**config.mk**
```make
export PLATFORM = sky130hd
export DESIGN_NAME = execute_writeback_unit_flat
export DESIGN_NICKNAME = d
export VERILOG_FILES = /design/src/rtl/execute_writeback_unit_if.sv /design/src/rtl/execute_writeback_unit.sv /design/src/flat_wrapper.sv
export SDC_FILE = /design/constraint.sdc
export NUM_CORES = 1
export LEC_CHECK = 0
export CAP_MARGIN = 5
export CORE_UTILIZATION = 56
export CTS_CLUSTER_DIAMETER = 50
export DETAILED_ROUTE_END_ITERATION = 8
export PLACE_DENSITY = 0.81
export SYNTH_ARGS = -nofsm -noshare
export SYNTH_HDL_FRONTEND = slang
export SYNTH_SLANG_ARGS = --single-unit
```
**constraint.sdc**
```tcl
create_clock -name clk -period 6.1 [get_ports clk]
set_input_delay 1.22 -clock clk [delete_from_list [all_inputs] [get_ports clk]]
set_output_delay 1.22 -clock clk [all_outputs]
set_load 0.01 [all_outputs]
```
**src/rtl/execute_writeback_unit_if.sv**
```systemverilog
// execute_writeback_unit_if: instruction, register-writeback and data-memory handshake bundle
interface execute_writeback_unit_if #(
  parameter int DATA_W = 16,
  parameter int REG_AW = 4,
  parameter int MEM_AW = 8
);
  logic              in_valid;
  logic              in_ready;
  logic [3:0]        opcode;
  logic [REG_AW-1:0] destReg;
  logic [DATA_W-1:0] srcVal1;
  logic [DATA_W-1:0] srcVal2;
  logic [MEM_AW-1:0] memAddr;
  logic              used1;
  logic              used2;
  logic [REG_AW-1:0] destRegStore;
  logic [DATA_W-1:0] destVal;
  logic              storeNow;
  logic              storeDone;
  logic [MEM_AW-1:0] memAddrLoadStore;
  logic [DATA_W-1:0] memValueStore;
  logic [DATA_W-1:0] memValueLoad;
  logic              valueReady;
  logic              readReq;
  logic              writeReq;
  logic [15:0]       ProcessorStatusWord;
  logic              powerdown;
  modport master (
    output in_valid, opcode, destReg, srcVal1, srcVal2, memAddr, used1, used2,
           storeDone, memValueLoad, valueReady, powerdown,
    input  in_ready, destRegStore, destVal, storeNow, memAddrLoadStore, memValueStore,
           readReq, writeReq, ProcessorStatusWord
  );
  modport slave (
    input  in_valid, opcode, destReg, srcVal1, srcVal2, memAddr, used1, used2,
           storeDone, memValueLoad, valueReady, powerdown,
    output in_ready, destRegStore, destVal, storeNow, memAddrLoadStore, memValueStore,
           readReq, writeReq, ProcessorStatusWord
  );
endinterface

```
**src/rtl/execute_writeback_unit.sv**
```systemverilog
// execute_writeback_unit: executes one decoded instruction, writes back via storeNow/storeDone, accesses memory via readReq/writeReq
module execute_writeback_unit #(
  parameter int DATA_W     = 16,
  parameter int REG_AW     = 4,
  parameter int MEM_AW     = 8,
  parameter int MUL_CYCLES = 4
) (
  input logic clk,
  input logic rst,
  execute_writeback_unit_if.slave bus
);
  localparam int SW = $clog2(DATA_W);
  localparam int CW = $clog2(MUL_CYCLES);
  typedef enum logic [2:0] {IDLE, WB, MUL, MEM_RD, MEM_WR, PDOWN} state_t;
  state_t            state_q, state_d;
  logic [CW-1:0]     cnt_q, cnt_d;
  logic [REG_AW-1:0] dest_q, dest_d;
  logic [DATA_W-1:0] res_q, res_d, a_q, a_d, b_q, b_d, last_q, last_d, sdata_q, sdata_d;
  logic [MEM_AW-1:0] addr_q, addr_d;
  logic [3:0]        flags_q, flags_d;
  logic              ill_q, ill_d;
  logic              acc, wb_op, flag_op, mem_op, mul_done;
  logic [DATA_W-1:0] a, b, alu_res;
  logic              alu_c, alu_v;
  logic [DATA_W:0]   sum, dif;
  logic [2*DATA_W-1:0] prod;
  assign acc      = bus.in_valid && bus.in_ready;
  assign a        = bus.used1 ? last_q : bus.srcVal1;
  assign b        = bus.used2 ? last_q : bus.srcVal2;
  assign wb_op    = bus.opcode inside {4'd1, 4'd2, [4'd4:4'd9]};
  assign flag_op  = wb_op || bus.opcode == 4'd10;
  assign mem_op   = bus.opcode == 4'd11 || bus.opcode == 4'd12;
  assign mul_done = state_q == MUL && cnt_q == '0;
  assign prod     = {{DATA_W{1'b0}}, a_q} * {{DATA_W{1'b0}}, b_q};
  // Single-cycle ALU on the bypassed operands; SUB and CMP share the borrow-producing subtractor
  always_comb begin
    sum     = {1'b0, a} + {1'b0, b};
    dif     = {1'b0, a} - {1'b0, b};
    alu_res = '0;
    alu_c   = 1'b0;
    alu_v   = 1'b0;
    case (bus.opcode)
      4'd1: begin
        alu_res = sum[DATA_W-1:0];
        alu_c   = sum[DATA_W];
        alu_v   = a[DATA_W-1] == b[DATA_W-1] && alu_res[DATA_W-1] != a[DATA_W-1];
      end
      4'd2, 4'd10: begin
        alu_res = dif[DATA_W-1:0];
        alu_c   = dif[DATA_W];
        alu_v   = a[DATA_W-1] != b[DATA_W-1] && alu_res[DATA_W-1] != a[DATA_W-1];
      end
      4'd4: alu_res = a & b;
      4'd5: alu_res = a | b;
      4'd6: alu_res = a ^ b;
      4'd7: alu_res = ~a;
      4'd8: alu_res = a << b[SW-1:0];
      4'd9: alu_res = a >> b[SW-1:0];
      default: alu_res = '0;
    endcase
  end
  // Next-state logic; powerdown is only honoured from IDLE so in-flight work always completes
  always_comb begin
    state_d = state_q;
    cnt_d   = cnt_q;
    case (state_q)
      IDLE: begin
        if (bus.powerdown) state_d = PDOWN;
        else if (acc && wb_op) state_d = WB;
        else if (acc && bus.opcode == 4'd3) begin
          state_d = MUL;
          cnt_d   = CW'(MUL_CYCLES - 1);
        end
        else if (acc && bus.opcode == 4'd11) state_d = MEM_RD;
        else if (acc && bus.opcode == 4'd12) state_d = MEM_WR;
      end
      WB:      state_d = bus.storeDone ? IDLE : WB;
      MUL: begin
        state_d = cnt_q == '0 ? WB : MUL;
        cnt_d   = cnt_q == '0 ? cnt_q : cnt_q - CW'(1);
      end
      MEM_RD:  state_d = bus.valueReady ? WB : MEM_RD;
      MEM_WR:  state_d = bus.valueReady ? IDLE : MEM_WR;
      PDOWN:   state_d = bus.powerdown ? PDOWN : IDLE;
      default: state_d = IDLE;
    endcase
  end
  // Datapath next values: capture at accept, register multiply/load results, remember last writeback
  always_comb begin
    dest_d  = dest_q;
    res_d   = res_q;
    a_d     = a_q;
    b_d     = b_q;
    addr_d  = addr_q;
    sdata_d = sdata_q;
    flags_d = flags_q;
    ill_d   = ill_q;
    last_d  = last_q;
    if (acc) begin
      ill_d  = bus.opcode > 4'd12;
      dest_d = bus.destReg;
      a_d    = a;
      b_d    = b;
      if (wb_op) res_d = alu_res;
      if (flag_op) flags_d = {alu_v, alu_c, alu_res[DATA_W-1], alu_res == '0};
      if (mem_op) begin
        addr_d  = bus.memAddr;
        sdata_d = b;
      end
    end
    if (mul_done) begin
      res_d   = prod[DATA_W-1:0];
      flags_d = {1'b0, |prod[2*DATA_W-1:DATA_W], prod[DATA_W-1], prod[DATA_W-1:0] == '0};
    end
    if (state_q == MEM_RD && bus.valueReady) res_d = bus.memValueLoad;
    if (state_q == WB && bus.storeDone) last_d = res_q;
  end
  // State register with asynchronous abort of any in-flight operation
  always_ff @(posedge clk or negedge rst) begin
    if (!rst) begin
      state_q <= IDLE;
      cnt_q   <= '0;
    end else begin
      state_q <= state_d;
      cnt_q   <= cnt_d;
    end
  end
  // Datapath registers
  always_ff @(posedge clk or negedge rst) begin
    if (!rst) begin
      dest_q  <= '0;
      res_q   <= '0;
      a_q     <= '0;
      b_q     <= '0;
      addr_q  <= '0;
      sdata_q <= '0;
      flags_q <= '0;
      ill_q   <= 1'b0;
      last_q  <= '0;
    end else begin
      dest_q  <= dest_d;
      res_q   <= res_d;
      a_q     <= a_d;
      b_q     <= b_d;
      addr_q  <= addr_d;
      sdata_q <= sdata_d;
      flags_q <= flags_d;
      ill_q   <= ill_d;
      last_q  <= last_d;
    end
  end
  // Outputs decoded from state; in_ready is gated by rst so every output is 0 while reset is held
  always_comb begin
    bus.in_ready            = rst && state_q == IDLE && !bus.powerdown;
    bus.storeNow            = state_q == WB;
    bus.readReq             = state_q == MEM_RD;
    bus.writeReq            = state_q == MEM_WR;
    bus.destRegStore        = dest_q;
    bus.destVal             = res_q;
    bus.memAddrLoadStore    = addr_q;
    bus.memValueStore       = sdata_q;
    bus.ProcessorStatusWord = {9'b0, state_q == PDOWN, state_q inside {WB, MUL, MEM_RD, MEM_WR}, ill_q, flags_q};
  end
endmodule

```
**src/flat_wrapper.sv**
```systemverilog
// flat-port wrapper written by rule: the top's interface ports become plain ports
module execute_writeback_unit_flat 
#(
  parameter int DATA_W     = 16,
  parameter int REG_AW     = 4,
  parameter int MEM_AW     = 8,
  parameter int MUL_CYCLES = 4
)
  (clk, rst, bus_in_valid, bus_opcode, bus_destReg, bus_srcVal1, bus_srcVal2, bus_memAddr, bus_used1, bus_used2, bus_storeDone, bus_memValueLoad, bus_valueReady, bus_powerdown, bus_in_ready, bus_destRegStore, bus_destVal, bus_storeNow, bus_memAddrLoadStore, bus_memValueStore, bus_readReq, bus_writeReq, bus_ProcessorStatusWord);
  execute_writeback_unit_if #(.DATA_W(DATA_W), .REG_AW(REG_AW), .MEM_AW(MEM_AW)) bus_i ();
  input logic clk;
  input logic rst;
  input wire logic [$bits(bus_i.in_valid)-1:0] bus_in_valid;
  input wire logic [$bits(bus_i.opcode)-1:0] bus_opcode;
  input wire logic [$bits(bus_i.destReg)-1:0] bus_destReg;
  input wire logic [$bits(bus_i.srcVal1)-1:0] bus_srcVal1;
  input wire logic [$bits(bus_i.srcVal2)-1:0] bus_srcVal2;
  input wire logic [$bits(bus_i.memAddr)-1:0] bus_memAddr;
  input wire logic [$bits(bus_i.used1)-1:0] bus_used1;
  input wire logic [$bits(bus_i.used2)-1:0] bus_used2;
  input wire logic [$bits(bus_i.storeDone)-1:0] bus_storeDone;
  input wire logic [$bits(bus_i.memValueLoad)-1:0] bus_memValueLoad;
  input wire logic [$bits(bus_i.valueReady)-1:0] bus_valueReady;
  input wire logic [$bits(bus_i.powerdown)-1:0] bus_powerdown;
  output wire logic [$bits(bus_i.in_ready)-1:0] bus_in_ready;
  output wire logic [$bits(bus_i.destRegStore)-1:0] bus_destRegStore;
  output wire logic [$bits(bus_i.destVal)-1:0] bus_destVal;
  output wire logic [$bits(bus_i.storeNow)-1:0] bus_storeNow;
  output wire logic [$bits(bus_i.memAddrLoadStore)-1:0] bus_memAddrLoadStore;
  output wire logic [$bits(bus_i.memValueStore)-1:0] bus_memValueStore;
  output wire logic [$bits(bus_i.readReq)-1:0] bus_readReq;
  output wire logic [$bits(bus_i.writeReq)-1:0] bus_writeReq;
  output wire logic [$bits(bus_i.ProcessorStatusWord)-1:0] bus_ProcessorStatusWord;
  assign bus_i.in_valid = bus_in_valid;
  assign bus_i.opcode = bus_opcode;
  assign bus_i.destReg = bus_destReg;
  assign bus_i.srcVal1 = bus_srcVal1;
  assign bus_i.srcVal2 = bus_srcVal2;
  assign bus_i.memAddr = bus_memAddr;
  assign bus_i.used1 = bus_used1;
  assign bus_i.used2 = bus_used2;
  assign bus_i.storeDone = bus_storeDone;
  assign bus_i.memValueLoad = bus_memValueLoad;
  assign bus_i.valueReady = bus_valueReady;
  assign bus_i.powerdown = bus_powerdown;
  assign bus_in_ready = bus_i.in_ready;
  assign bus_destRegStore = bus_i.destRegStore;
  assign bus_destVal = bus_i.destVal;
  assign bus_storeNow = bus_i.storeNow;
  assign bus_memAddrLoadStore = bus_i.memAddrLoadStore;
  assign bus_memValueStore = bus_i.memValueStore;
  assign bus_readReq = bus_i.readReq;
  assign bus_writeReq = bus_i.writeReq;
  assign bus_ProcessorStatusWord = bus_i.ProcessorStatusWord;
  execute_writeback_unit #(.DATA_W(DATA_W), .REG_AW(REG_AW), .MEM_AW(MEM_AW), .MUL_CYCLES(MUL_CYCLES)) u_core (.clk(clk), .rst(rst), .bus(bus_i));
endmodule
```
# == After elaboration in Yosys (flattened, before gate mapping) ==
# Index checks and enable logic that the tools add are counted.
# classes
n_shift,2
magnitude_cmp,3
n_addsub,3
muxes,28
reduce_logical,33
n_bitwise,4
mul,1
n_eq_ne,26
# op_table
operator,n
$pmux W16 S8,1
$mux W16,6
$logic_not A16 Y1,2
$mul A16 B16 Y32,1
$mux W3,7
$eq A4 B4 Y1 const B,5
$pmux W3 S6,1
$add A16 B16 Y17,1
$sub A16 B16 Y17,1
$and A16 B16 Y16,1
$eq A4 B3 Y1 const B,4
$not A16 Y16,1
$or A16 B16 Y16,1
$reduce_or A16 Y1,1
$shl A16 B4 Y16,1
$shr A16 B4 Y16,1
$xor A16 B16 Y16,1
$logic_and A1 B1 Y1,13
$mux W2,6
$mux W4,3
$reduce_bool A3 Y1,3
$eq A4 B2 Y1 const B,2
$eq A3 B2 Y1 const B,2
$eq A3 B3 Y1 const B,2
23 further kinds,33
# totals
register_bits,102
wordCells,111
out_inout_bits,64
inputBits,72

# == Depth between registers and ports, before layout ==
# Gate-level depths: netlist (run 1).
# depth
depth_word,11
depth_mapped,26
mapped_depth_nobuf,24

# == Worst setup path before layout (run 1) ==
# Ideal clock, no wire load.
# synth_path
kind,reg-to-reg
start,reg u_core.a_q[6]
end,reg u_core.flags_q[2]
arrival_ns,6.024
slack_ns,-0.059
stages_incl_launch_ff,25
setup_time_ns,0.136
period_less_slack_ns,6.159
required_ns,5.964
n_path_buf,3
path_cell_list,dfrtp_1 > clkbuf_1 > clkbuf_1 > nand2_1 > fa_1 > inv_1 > fa_1 > inv_1 > fa_1 > fa_1 > fa_1 > fa_1 > inv_1 > ha_1 > clkbuf_1 > and3_1 > nand3_1 > o21ai_0 > a31oi_1 > o211ai_1 > a311o_1 > o21ai_0 > mux2i_1 > nor4_1 > a31oi_1
# synth_between
elab_chain_cells,3
# synth_lines
element,line_no,text
start: declaration,execute_writeback_unit.sv:18,"logic [DATA_W-1:0] res_q, res_d, a_q, a_d, b_q, b_d, last_q, last_d, sdata_q, sdata_d;"
start signal: assignment,execute_writeback_unit.sv:133,a_q <= '0;
start signal: assignment,execute_writeback_unit.sv:143,a_q <= a_d;
$mul A16 B16 Y32,execute_writeback_unit.sv:34,"assign prod = {{DATA_W{1'b0}}, a_q} * {{DATA_W{1'b0}}, b_q};"
$reduce_or A16 Y1,execute_writeback_unit.sv:113,"flags_d = {1'b0, |prod[2*DATA_W-1:DATA_W], prod[DATA_W-1], prod[DATA_W-1:0] == '0};"
$mux W4,execute_writeback_unit.sv:111,if (mul_done) begin
end signal: assignment,execute_writeback_unit.sv:147,flags_q <= flags_d;
end: declaration,execute_writeback_unit.sv:20,"logic [3:0] flags_q, flags_d;"
# Every way passes these cells.
# A chain may end at the register's enable or synchronous reset.

# == Worst setup path after layout (run 1) ==
# layout_path
start,reg u_core.b_q[4]
end,reg u_core.flags_q[2]
# layout_between
elab_chain_cells,3
# layout_lines
element,line_no,text
start: declaration,execute_writeback_unit.sv:18,
start signal: assignment,execute_writeback_unit.sv:134,b_q <= '0;
start signal: assignment,execute_writeback_unit.sv:144,b_q <= b_d;
$mul A16 B16 Y32,execute_writeback_unit.sv:34,
$reduce_or A16 Y1,execute_writeback_unit.sv:113,
$mux W4,execute_writeback_unit.sv:111,
# Every way passes these cells.

==> results of run 1 <==
==> final cells by class <==
type / count / area [um^2] / share of cell area
Multi-Input combinational cell: 1479 / 13400 / 0.646
Timing Repair Buffer: 330 / 2900 / 0.140
Tap cell: 390 / 488 / 0.0236
Clock inverter: 5 / 72.6 / 0.00350
Sequential cell: 102 / 2580 / 0.124
Clock buffer: 11 / 243 / 0.0117
Antenna cell: 1 / 2.50 / 0.000121
Inverter: 279 / 1050 / 0.0507
==> per-layer routing <==
layer  wire length, um  vias to the layer above  GRT usage  part of all wire
met5                13                        -          0           0.00021
li1                  -                     7035          -                 -
met1             25200                     8005      0.538              0.41
met2             27400                      874      0.605              0.45
met4              2650                        2      0.148             0.044
met3              5650                      166     0.0906             0.093
==> kinds of logic (layout without fill, tap and decap cells) <==
family	Yosys count	after routing
AO/OA/AOI/OAI	360	360
adder cells (fa/ha/maj)	350	350
flip-flops	102	102
other	1	10
XOR/XNOR	30	30
multiplexers	122	122
buffers and inverters	395	625
AND/OR/NAND/NOR	608	608
==> sequential cells by signal (all words and copies together) (netlist names), 2 cells and up <==
| register | count |
|---|---|
| u_core.a_q | 16 |
| u_core.b_q | 16 |
| u_core.bus.destVal | 16 |
| u_core.bus.memValueStore | 16 |
| u_core.last_q | 16 |
| u_core.bus.memAddrLoadStore | 8 |
| u_core.bus.destRegStore | 4 |
| u_core.flags_q | 4 |
| u_core.state_q | 3 |
| u_core.cnt_q | 2 |
==> worst max-delay path, delay by kind of cell (launching register included) <==
family | cells | cell delay (ns)
and+or+nand+nor | 2 | 0.42
AOI/OAI and AO/OA | 6 | 1.83
muxes | 1 | 0.19
DFF | 1 | 0.44
buffers and inverters | 4 | 0.43
adders and majority gates | 7 | 2.76
==> cell usage in the layout (no fill, tap or decap), types with 73 or more instances in the layout <==
master / n
sky130_fd_sc_hd__dfrtp_1: 82
sky130_fd_sc_hd__o21ai_0: 80
sky130_fd_sc_hd__and2_1: 137
sky130_fd_sc_hd__buf_4: 188
sky130_fd_sc_hd__inv_1: 275
sky130_fd_sc_hd__ha_1: 140
sky130_fd_sc_hd__a21oi_1: 88
sky130_fd_sc_hd__mux2i_1: 73
sky130_fd_sc_hd__clkdlybuf4s50_1: 125
sky130_fd_sc_hd__nand2_1: 245
sky130_fd_sc_hd__nor2_1: 89
sky130_fd_sc_hd__fa_1: 190
==> worst paths after layout <==
path | startpoint | endpoint | cells after the start
max in group asynchronous | rst | u_core.b_q[2]$_DFFE_PN0P_ | 2
setup / recovery | u_core.b_q[4]$_DFFE_PN0P_ | u_core.flags_q[2]$_DFFE_PN0P_ | 20
setup reg to reg | u_core.b_q[4]$_DFFE_PN0P_ | u_core.flags_q[2]$_DFFE_PN0P_ | 20
min in group asynchronous | rst | u_core.bus.memValueStore[15]$_DFFE_PN0P_ | 1
hold reg to reg | u_core.cnt_q[0]$_DFFE_PN0P_ | u_core.cnt_q[0]$_DFFE_PN0P_ | 1
hold / removal | u_core.cnt_q[0]$_DFFE_PN0P_ | u_core.cnt_q[0]$_DFFE_PN0P_ | 1
==> what timing repair did <==
item,CTS,global route
setup buffers,17,4
setup endpoints to repair,1,3
pin swaps,30,30
gates resized for setup,57,41
==> stage by stage <==
step / area, um^2 / cells / setup slack (ns)
2_1_floorplan: 17100 / 1976 / 0.00311
3_3_place_gp: 19800 / 2560 / -0.120
3_5_place_dp: 19800 / 2560 / -0.330
4_1_cts: 20500 / 2592 / -0.0586
5_1_grt: 20700 / 2596 / -0.300
6_report: 20700 / 2597 / -0.0912
==> impl_metrics.prom, run 1 <==
# TYPE chip_impl_metric gauge
chip_impl_metric{name="clk_path_buf_depth",unit=""} 2
chip_impl_metric{name="overflow",unit=""} 0
chip_impl_metric{name="synth_compound_area_frac",unit=""} 0.141
chip_impl_metric{name="clk_sink_count",unit=""} 102
chip_impl_info{name="run_status",value="complete, but fails checks"} 1
chip_impl_metric{name="max_cap_viol_count",unit=""} 0
chip_impl_metric{name="layout_setup_ws",unit="ns"} -0.0912
chip_impl_metric{name="yosys.area_share.simple",unit=""} 0.173
chip_impl_info{name="netlist_top_cells_area",value="sky130_fd_sc_hd__fa_1 23%, sky130_fd_sc_hd__dfrtp_1 15%, sky130_fd_sc_hd__ha_1 11%"} 1
chip_impl_metric{name="number_of_enable_flip_flop_cells_after_synthesis",unit=""} 0
chip_impl_metric{name="post_drt_wl_per_cell",unit="um"} 23.4
chip_impl_metric{name="final_report_hold_violation_count",unit=""} 0
chip_impl_metric{name="postCtsHoldBufs",unit=""} 0
chip_impl_info{name="cts.root.buffer_cell",value="sky130_fd_sc_hd__clkbuf_16"} 1
chip_impl_metric{name="ant_nets",unit=""} 0
chip_impl_metric{name="floorplan.initialDensity",unit=""} 0.573
chip_impl_metric{name="drt-pass1-iter-count",unit=""} 6
chip_impl_metric{name="final_worst_hold_slack",unit="ns"} 0.486
chip_impl_metric{name="place.port_buffers",unit=""} 126
chip_impl_info{name="critical_path.endpoint_type",value="flip-flop"} 1
chip_impl_metric{name="insertion_delay_to_the_later_sink_of_the_worst_skew_pair",unit="ns"} 0.37
chip_impl_info{name="synth_area_leader_cell",value="sky130_fd_sc_hd__fa_1"} 1
chip_impl_metric{name="grt_start_max_net_pins",unit=""} 74
chip_impl_metric{name="die_width",unit="um"} 177
chip_impl_metric{name="timing.critical_path.slowest_cell_delay",unit="ns"} 0.54
chip_impl_metric{name="arrival",unit="ns"} 6.44
chip_impl_metric{name="placementRows",unit=""} 63
chip_impl_metric{name="maximum_operating_frequency",unit="MHz"} 162
chip_impl_info{name="holdCritPathClass",value="reg -> reg"} 1
chip_impl_info{name="dominant_combinational_cell_family_by_area_after_synthesis",value="adder cells"} 1
chip_impl_metric{name="avgViaCountPerCell",unit=""} 6.19
chip_impl_metric{name="timing_max_transition_violations_final",unit=""} 0
chip_impl_metric{name="number_of_remaining_drc_errors",unit=""} 0
chip_impl_metric{name="total_global_route_track_usage",unit=""} 0.393
chip_impl_metric{name="area_growth_syn_to_layout",unit="%"} 21.2
chip_impl_metric{name="grt_pass1_wl",unit="mm"} 92.3
chip_impl_metric{name="clock_tree.htree_level_count",unit=""} 3
chip_impl_info{name="worstSetupPathType",value="reg -> reg"} 1
chip_impl_metric{name="ys_warn_count",unit=""} 0
chip_impl_metric{name="yosysUniqueCellTypes",unit=""} 83
chip_impl_info{name="critical-path-slowest-cell",value="sky130_fd_sc_hd__fa_2"} 1
chip_impl_metric{name="route.vias.total",unit=""} 16100
chip_impl_metric{name="io_pins",unit=""} 136
chip_impl_metric{name="cts_inserted_buffers",unit=""} 9
chip_impl_metric{name="max-slew-margin-rel",unit=""} 0.371
chip_impl_metric{name="finalCritPeriodShare",unit=""} 1.01
chip_impl_metric{name="postSynthAreaPerCell",unit="um^2"} 8.68
chip_impl_metric{name="reg2reg_setup_slack",unit="ns"} -0.09
chip_impl_info{name="violations_in_the_final_reports",value="negative setup slack"} 1
chip_impl_info{name="synthMostInstantiatedCell",value="sky130_fd_sc_hd__inv_1"} 1
chip_impl_metric{name="die_y",unit="um"} 177
chip_impl_info{name="rsz0062_at_grt",value="true"} 1
chip_impl_metric{name="timing.critical_path.fanout_max",unit=""} 5
chip_impl_info{name="cts_tree",value="yes"} 1
chip_impl_metric{name="layout_min_cycle_time",unit="ns"} 6.19
chip_impl_metric{name="synth-async-reset-ratio",unit=""} 1.00
chip_impl_info{name="synth_top_cells_by_count",value="275 x sky130_fd_sc_hd__inv_1, 249 x sky130_fd_sc_hd__nand2_1, 196 x sky130_fd_sc_hd__fa_1"} 1
chip_impl_metric{name="wl",unit="mm"} 60.8
chip_impl_metric{name="fillers",unit=""} 2330
chip_impl_metric{name="crit_required",unit="ns"} 6.35
chip_impl_info{name="timing.critical_path.mode_cell",value="sky130_fd_sc_hd__fa_1"} 1
chip_impl_metric{name="drt_iter0_drc",unit=""} 1602
chip_impl_metric{name="yosys_reg_bits",unit=""} 102
chip_impl_metric{name="placeableCoreArea",unit="um^2"} 29800
chip_impl_metric{name="clock_skew",unit="ns"} 0.0170
chip_impl_info{name="crit_path_start_kind",value="flip-flop"} 1
chip_impl_metric{name="num-nets-final",unit=""} 2623
chip_impl_metric{name="setup_total_negative_slack",unit="ns"} -0.0912
chip_impl_metric{name="place_hpwl",unit="mm"} 48.5
chip_impl_metric{name="parity_gate_share_of_the_synthesized_area_counting_xor_and_xnor_cells",unit=""} 0.0154
chip_impl_metric{name="worstMarginPinSlew",unit="ns"} 0.943
chip_impl_metric{name="syn-instance-count",unit=""} 1968
chip_impl_metric{name="first_global_vias",unit=""} 16100
chip_impl_metric{name="setup-violations-final",unit=""} 1
chip_impl_metric{name="yosys.area.top_type_share",unit=""} 0.230
chip_impl_metric{name="synth_fa_ha_area_frac",unit=""} 0.343
chip_impl_metric{name="cts.clk_slew.worst_paths",unit="ns"} 0.09
chip_impl_metric{name="synth-seq-area-share",unit=""} 0.149
chip_impl_info{name="synth_top_flop_cell",value="sky130_fd_sc_hd__dfrtp_1"} 1
chip_impl_metric{name="gpl.final_weighted_congestion",unit=""} 1.01
chip_impl_info{name="path_cells",value="buf_6, buf_6, and2_1, fa_1, fa_2, ha_1, inv_1, fa_1, fa_1, inv_1, fa_2, ha_1, a2111o_1, a221o_1, a311o_2, a31oi_4, mux2i_1, o2111ai_1, nor4_1, a31oi_1"} 1
chip_impl_metric{name="yosys-mux-area-fraction",unit=""} 0.0873
chip_impl_metric{name="fin_util",unit=""} 0.695
chip_impl_metric{name="synth_area",unit="um^2"} 17100
chip_impl_metric{name="grt_antenna_before_repair",unit=""} 1
chip_impl_metric{name="proportion_of_layout_cells_with_a_drive_suffix_above_1",unit=""} 0.161
chip_impl_metric{name="die_area",unit="um^2"} 31200
Power of run 1 is left out: the tool's default activity adds up to more than one toggle a clock period on the data nets, which glitch-free logic cannot reach.
==> inputs of run 2 (changes only) <==
REMOVE_ABC_BUFFERS = 1   (was default)
SLEW_MARGIN = 20   (was default)
==> impl_metrics.prom, run 2 (synthesis results as in run 1) <==
# TYPE chip_impl_metric gauge
chip_impl_info{name="violations_in_the_final_reports",value="negative setup slack"} 1
chip_impl_metric{name="fillers",unit=""} 2435
chip_impl_metric{name="timing_max_transition_violations_final",unit=""} 0
chip_impl_info{name="path_cells",value="and2_1, fa_1, inv_1, fa_1, inv_1, fa_1, fa_1, fa_1, inv_1, fa_1, inv_1, ha_4, buf_4, nand3_1, nor2_2, a31oi_1, buf_4, o211ai_1, a311o_1, o21ai_2, mux2i_1, nor4_1, a31oi_1"} 1
chip_impl_metric{name="total_global_route_track_usage",unit=""} 0.385
chip_impl_metric{name="gpl.final_weighted_congestion",unit=""} 1.04
chip_impl_info{name="critical_path.endpoint_type",value="flip-flop"} 1
chip_impl_metric{name="die_width",unit="um"} 177
chip_impl_metric{name="placeableCoreArea",unit="um^2"} 29800
chip_impl_metric{name="cts_inserted_buffers",unit=""} 9
chip_impl_metric{name="die_y",unit="um"} 177
chip_impl_metric{name="arrival",unit="ns"} 6.43
chip_impl_metric{name="critical_path_buf_inv_count",unit=""} 6
chip_impl_metric{name="timing.critical_path.fanout_max",unit=""} 6
chip_impl_metric{name="layout_setup_ws",unit="ns"} -0.0919
chip_impl_info{name="critical-path-top-delay-family",value="adder cells"} 1
chip_impl_info{name="cts.root.buffer_cell",value="sky130_fd_sc_hd__clkbuf_16"} 1
chip_impl_metric{name="cts.clk_slew.worst_paths",unit="ns"} 0.09
chip_impl_info{name="r2r-start",value="u_core.a_q[8]$_DFFE_PN0P_"} 1
chip_impl_metric{name="avgViaCountPerCell",unit=""} 6.19
chip_impl_metric{name="worstMarginPinSlew",unit="ns"} 1.00
chip_impl_metric{name="global_route.usage.met2",unit=""} 0.618
chip_impl_metric{name="die_area",unit="um^2"} 31200
chip_impl_metric{name="floorplan.initialDensity",unit=""} 0.573
chip_impl_metric{name="postCtsHoldBufs",unit=""} 0
chip_impl_metric{name="ant_nets",unit=""} 0
chip_impl_info{name="rsz0062_at_grt",value="true"} 1
chip_impl_info{name="timing.critical_path.mode_cell",value="sky130_fd_sc_hd__fa_1"} 1
chip_impl_info{name="crit_start",value="u_core.a_q[8]$_DFFE_PN0P_"} 1
chip_impl_metric{name="route.vias.total",unit=""} 16000
chip_impl_info{name="most-common-layout-cells",value="274 x sky130_fd_sc_hd__inv_1, 248 x sky130_fd_sc_hd__nand2_1, 191 x sky130_fd_sc_hd__fa_1"} 1
chip_impl_metric{name="layout_min_cycle_time",unit="ns"} 6.19
chip_impl_metric{name="grt_pass1_wl",unit="mm"} 90.7
chip_impl_metric{name="max_cap_viol_count",unit=""} 0
chip_impl_metric{name="final_report_hold_violation_count",unit=""} 0
chip_impl_metric{name="setup-violations-final",unit=""} 1
chip_impl_metric{name="grt_use_met3",unit=""} 0.0664
chip_impl_info{name="worstSetupPathType",value="reg -> reg"} 1
chip_impl_metric{name="drt_iter0_drc",unit=""} 1705
chip_impl_metric{name="grt_antenna_before_repair",unit=""} 0
chip_impl_metric{name="overflow",unit=""} 0
chip_impl_metric{name="num-nets-final",unit=""} 2601
chip_impl_info{name="most_common_cell_after_layout_fill_and_taps_aside",value="sky130_fd_sc_hd__inv_1"} 1
chip_impl_metric{name="finalCritPeriodShare",unit=""} 1.02
chip_impl_metric{name="max-slew-margin-rel",unit=""} 0.331
chip_impl_info{name="grt_most_used_layer",value="met2"} 1
chip_impl_metric{name="wl",unit="mm"} 59.5
chip_impl_metric{name="reg2reg_setup_slack",unit="ns"} -0.09
chip_impl_metric{name="clock_skew",unit="ns"} 0.0165
chip_impl_info{name="run_status",value="complete, but fails checks"} 1
chip_impl_metric{name="grt_use_met1",unit=""} 0.523
chip_impl_metric{name="placementRows",unit=""} 63
chip_impl_metric{name="crit_required",unit="ns"} 6.34
chip_impl_info{name="hp-start",value="u_core.bus.destRegStore[1]$_DFFE_PN0P_"} 1
chip_impl_metric{name="number_of_remaining_drc_errors",unit=""} 0
chip_impl_metric{name="post_drt_wl_per_cell",unit="um"} 23.1
chip_impl_info{name="crit_path_start_kind",value="flip-flop"} 1
chip_impl_metric{name="place.port_buffers",unit=""} 126
chip_impl_metric{name="place_hpwl",unit="mm"} 48.6
chip_impl_metric{name="grt_start_max_net_pins",unit=""} 73
chip_impl_metric{name="first_global_vias",unit=""} 16000
chip_impl_info{name="worstSetupEndpoint",value="u_core.flags_q[2]$_DFFE_PN0P_"} 1
chip_impl_metric{name="io_pins",unit=""} 136
chip_impl_metric{name="multiInputGateArea",unit="um^2"} 13200
chip_impl_metric{name="clk_sink_count",unit=""} 102
chip_impl_metric{name="worstSetupPathDepth",unit=""} 23
chip_impl_info{name="critical_path.reg2reg.endpoint",value="u_core.flags_q[2]$_DFFE_PN0P_"} 1
chip_impl_info{name="cts_tree",value="yes"} 1
chip_impl_metric{name="drt-pass1-iter-count",unit=""} 6
chip_impl_metric{name="clock_tree.htree_level_count",unit=""} 3
chip_impl_metric{name="worst-r2r-cell-count",unit=""} 23
chip_impl_metric{name="timing.critical_path.slowest_cell_delay",unit="ns"} 0.54
chip_impl_metric{name="seqCellArea",unit="um^2"} 2570
chip_impl_metric{name="area_growth_syn_to_layout",unit="%"} 18.8
chip_impl_metric{name="maximum_operating_frequency",unit="MHz"} 162
chip_impl_metric{name="proportion_of_layout_cells_with_a_drive_suffix_above_1",unit=""} 0.139
chip_impl_metric{name="insertion_delay_to_the_later_sink_of_the_worst_skew_pair",unit="ns"} 0.37
chip_impl_metric{name="final_worst_hold_slack",unit="ns"} 0.480
chip_impl_info{name="holdCritPathClass",value="reg -> reg"} 1
chip_impl_metric{name="clk_path_buf_depth",unit=""} 2
chip_impl_info{name="critical-path-slowest-cell",value="sky130_fd_sc_hd__fa_1"} 1
[run 2: changes by cell type in the layout (fill, tap and decap cells not counted), sizes merged]
cell      delta
buf         -22
clkinvlp     +3
inv          -2
bufinv       -1
clkbuf       -1
clkinv       +1
[run 2: worst reg2reg max path, stage by stage (launching register included)]
cell and delay, ns:
sky130_fd_sc_hd__dfrtp_2 0.46, sky130_fd_sc_hd__and2_1 0.19, sky130_fd_sc_hd__fa_1 0.54, sky130_fd_sc_hd__inv_1 0.05, sky130_fd_sc_hd__fa_1 0.49, sky130_fd_sc_hd__inv_1 0.06, sky130_fd_sc_hd__fa_1 0.47, sky130_fd_sc_hd__fa_1 0.53
sky130_fd_sc_hd__fa_1 0.49, sky130_fd_sc_hd__inv_1 0.05, sky130_fd_sc_hd__fa_1 0.51, sky130_fd_sc_hd__inv_1 0.08, sky130_fd_sc_hd__ha_4 0.28, sky130_fd_sc_hd__buf_4 0.13, sky130_fd_sc_hd__nand3_1 0.12, sky130_fd_sc_hd__nor2_2 0.20
sky130_fd_sc_hd__a31oi_1 0.10, sky130_fd_sc_hd__buf_4 0.16, sky130_fd_sc_hd__o211ai_1 0.30, sky130_fd_sc_hd__a311o_1 0.26, sky130_fd_sc_hd__o21ai_2 0.06, sky130_fd_sc_hd__mux2i_1 0.12, sky130_fd_sc_hd__nor4_1 0.28, sky130_fd_sc_hd__a31oi_1 0.13
[run 2: layout make-up]
class,count,area share
inverters,279,0.0517
flip-flops and latches,102,0.127
repair buffers,308,0.134
clock buffers,10,0.0113
clock inverters,6,0.00290
well taps,390,0.0241
multi-input cells,1479,0.650
diodes,1,0.000123
[run 2: routing by layer]
metal	vias up	share of wire	routed length (um)
met5	-	0	0
li1	6989	-	-
met1	7967	0.41	24500
met4	0	0.034	2030
met3	118	0.086	5130
met2	877	0.47	27900
[run 2: timing repair]
action	4_1_cts	5_1_grt
gates resized for setup	30	18
pin swaps	16	14
endpoints found under the setup margin	2	3
buffers inserted	9	3
[run 2: how the worst min path moves through the flow]
stage                                              to  slack (ns)  cells past startpoint
5_1_grt        u_core.bus.destRegStore[3]$_DFFE_PN0P_        0.50                      2
4_1_cts        u_core.bus.destRegStore[1]$_DFFE_PN0P_        0.48                      2
2_1_floorplan             u_core.cnt_q[0]$_DFFE_PN0P_        0.44                      1
3_3_place_gp              u_core.cnt_q[0]$_DFFE_PN0P_        0.46                      1
3_5_place_dp   u_core.bus.destRegStore[1]$_DFFE_PN0P_        0.46                      2
6_report       u_core.bus.destRegStore[1]$_DFFE_PN0P_        0.48                      2
[run 2: per-stage QoR]
step / instances / utilization / TNS [ns] / area, um^2 / worst slack, ns
final: 2575 / 0.681 / -0.0919 / 20300 / -0.0919
after global routing: 2574 / 0.681 / -0.328 / 20300 / -0.318
after CTS: 2571 / 0.677 / 0 / 20200 / 0.00341
after detailed placement: 2546 / 0.662 / -0.261 / 19700 / -0.259
after global placement: 2545 / 0.661 / -0.0903 / 19700 / -0.0903
after floorplan: 1860 / - / -0.399 / 16600 / -0.385
Power of run 2 is left out for the same reason.
==> inputs of run 3 (changes only) <==
CORE_UTILIZATION = 60   (was 56)
PLACE_DENSITY = 0.82   (was 0.81)
clock period = 7 ns   (was 6.1 ns; I/O delays follow)
==> impl_metrics.prom, run 3 (synthesis results as in run 1) <==
# TYPE chip_impl_metric gauge
chip_impl_metric{name="wl",unit="mm"} 58.4
chip_impl_info{name="critical_path.endpoint_type",value="flip-flop"} 1
chip_impl_metric{name="die_width",unit="um"} 171
chip_impl_metric{name="timing_max_transition_violations_final",unit=""} 0
chip_impl_metric{name="grt_antenna_before_repair",unit=""} 0
chip_impl_info{name="critical-path-slowest-cell",value="sky130_fd_sc_hd__dfrtp_1"} 1
chip_impl_info{name="run_status",value="finished, final reports clean"} 1
chip_impl_metric{name="layout_min_cycle_time",unit="ns"} 6.67
chip_impl_metric{name="fin_util",unit=""} 0.689
chip_impl_info{name="most-common-layout-cells",value="275 x sky130_fd_sc_hd__inv_1, 248 x sky130_fd_sc_hd__nand2_1, 196 x sky130_fd_sc_hd__fa_1"} 1
chip_impl_metric{name="finalCritPeriodShare",unit=""} 0.952
chip_impl_metric{name="setup-violations-final",unit=""} 0
chip_impl_metric{name="drt_iter0_drc",unit=""} 1815
chip_impl_metric{name="area_growth_syn_to_layout",unit="%"} 12.4
chip_impl_metric{name="total_global_route_track_usage",unit=""} 0.410
chip_impl_info{name="path_cells",value="nand2_1, fa_1, fa_1, inv_1, fa_1, fa_1, fa_1, inv_1, fa_1, inv_1, ha_1, nand3_1, nor2_1, a31oi_2, o211ai_1, a311o_1, o21ai_0, mux2i_1, nor4_1, a31oi_1"} 1
chip_impl_metric{name="io_pins",unit=""} 136
chip_impl_metric{name="cts_inserted_buffers",unit=""} 9
chip_impl_metric{name="ant_nets",unit=""} 0
chip_impl_info{name="cts.root.buffer_cell",value="sky130_fd_sc_hd__clkbuf_16"} 1
chip_impl_metric{name="clock_skew",unit="ns"} 0.0178
chip_impl_metric{name="clk_path_buf_depth",unit=""} 2
chip_impl_info{name="holdCritPathClass",value="reg -> reg"} 1
chip_impl_metric{name="worstMarginPinSlew",unit="ns"} 1.13
chip_impl_metric{name="maximum_operating_frequency",unit="MHz"} 150
chip_impl_metric{name="avgViaCountPerCell",unit=""} 6.33
chip_impl_metric{name="placementRows",unit=""} 61
chip_impl_info{name="timing.critical_path.mode_cell",value="sky130_fd_sc_hd__fa_1"} 1
chip_impl_info{name="worstSetupPathType",value="reg -> reg"} 1
chip_impl_metric{name="layoutNonFillerInstCount",unit=""} 2448
chip_impl_metric{name="clock_tree.htree_level_count",unit=""} 3
chip_impl_metric{name="num-nets-final",unit=""} 2487
chip_impl_metric{name="insertion_delay_to_the_later_sink_of_the_worst_skew_pair",unit="ns"} 0.38
chip_impl_metric{name="timing.critical_path.slowest_cell_delay",unit="ns"} 0.75
chip_impl_metric{name="post-cts-setup-buffers",unit=""} 0
chip_impl_metric{name="placed_cells",unit=""} 2432
chip_impl_info{name="rsz0062_at_grt",value="false"} 1
chip_impl_metric{name="place_hpwl",unit="mm"} 47.4
chip_impl_metric{name="route.vias.total",unit=""} 15500
chip_impl_metric{name="grt_start_max_net_pins",unit=""} 72
chip_impl_metric{name="arrival",unit="ns"} 6.91
chip_impl_metric{name="post_drt_wl_per_cell",unit="um"} 23.8
chip_impl_metric{name="drt-pass1-iter-count",unit=""} 7
chip_impl_metric{name="floorplan.initialDensity",unit=""} 0.613
chip_impl_metric{name="die_y",unit="um"} 171
chip_impl_metric{name="n_antenna_cell",unit=""} 0
chip_impl_metric{name="layout_setup_ws",unit="ns"} 0.333
chip_impl_metric{name="cts.clk_slew.worst_paths",unit="ns"} 0.08
chip_impl_metric{name="die_area",unit="um^2"} 29100
chip_impl_metric{name="gpl.final_weighted_congestion",unit=""} 1.02
chip_impl_metric{name="first_global_vias",unit=""} 15500
chip_impl_metric{name="placement.setup.worst_slack",unit="ns"} 0.192
chip_impl_metric{name="number_of_remaining_drc_errors",unit=""} 0
chip_impl_metric{name="place.port_buffers",unit=""} 126
chip_impl_metric{name="setup_total_negative_slack",unit="ns"} 0
chip_impl_metric{name="clk_sink_count",unit=""} 102
chip_impl_metric{name="final_report_hold_violation_count",unit=""} 0
chip_impl_metric{name="crit_required",unit="ns"} 7.25
chip_impl_metric{name="overflow",unit=""} 0
chip_impl_info{name="cts_tree",value="yes"} 1
chip_impl_metric{name="proportion_of_layout_cells_with_a_drive_suffix_above_1",unit=""} 0.0754
chip_impl_metric{name="placeableCoreArea",unit="um^2"} 27900
chip_impl_info{name="crit_path_start_kind",value="flip-flop"} 1
chip_impl_info{name="most_common_cell_after_layout_fill_and_taps_aside",value="sky130_fd_sc_hd__inv_1"} 1
chip_impl_metric{name="grt_pass1_wl",unit="mm"} 88.8
chip_impl_metric{name="max-slew-margin-rel",unit=""} 0.244
chip_impl_metric{name="timing.critical_path.fanout_max",unit=""} 17
chip_impl_metric{name="max_cap_viol_count",unit=""} 0
==> run 3: changes by cell type in the layout (fill, tap and decap cells not counted), sizes merged <==
cell	previous run	this run
diode	1	0
clkinvlp	3	0
buf	183	69
inv	279	281
bufinv	0	1
==> run 3: worst paths after layout <==
check / endpoint / slack [ns] / cells past startpoint / start
worst max-delay path: u_core.flags_q[2]$_DFFE_PN0P_ / 0.33 / 20 / u_core.b_q[3]$_DFFE_PN0P_
worst min-delay path: u_core.bus.destRegStore[0]$_DFFE_PN0P_ / 0.48 / 2 / u_core.bus.destRegStore[0]$_DFFE_PN0P_
worst max register to register: u_core.flags_q[2]$_DFFE_PN0P_ / 0.33 / 20 / u_core.b_q[3]$_DFFE_PN0P_
worst min register to register: u_core.bus.destRegStore[0]$_DFFE_PN0P_ / 0.48 / 2 / u_core.bus.destRegStore[0]$_DFFE_PN0P_
max in group asynchronous: u_core.b_q[8]$_DFFE_PN0P_ / 4.73 / 2 / rst
min in group asynchronous: u_core.state_q[2]$_DFFE_PN0P_ / 0.98 / 1 / rst
==> run 3: worst max-delay path, delay by kind of cell, from the launching register on <==
family                     cells  cell delay (ns)
buffers and inverters          3             0.15
and+or+nand+nor                4             0.81
muxes                          1             0.11
adders and majority gates      7             3.35
AOI/OAI and AO/OA              5             1.37
DFF                            1             0.75
==> run 3: timing repair <==
action,in CTS,in global routing
endpoints found under the setup margin,0,1
gates resized for setup,0,8
hold buffers,0,0
==> run 3: final cells by class <==
cell class / count / area, um^2
Multi-Input combinational cell: 1479 / 13000
Inverter: 279 / 1050
Clock inverter: 6 / 85.1
Timing Repair Buffer: 194 / 1770
Tap cell: 378 / 473
Fill cell: 2249 / 8660
Clock buffer: 10 / 239
Sequential cell: 102 / 2560
==> run 3: layer usage <==
layer,vias to the layer above,part of all wire,GRT usage,routed length (um)
met5,-,0,0,0
met4,0,0.047,0.192,2740
met3,188,0.096,0.0819,5580
met2,944,0.47,0.657,27200
met1,7600,0.39,0.533,22900
li1,6776,-,-,-
==> run 3: per-stage QoR <==
step / hold slack [ns] / area (um^2)
floorplan: 0.445 / 16600
global placement: 0.459 / 18900
detailed placement: 0.469 / 18900
CTS: 0.488 / 19200
global route: 0.516 / 19200
finish: 0.484 / 19200
Power of run 3 is left out for the same reason.
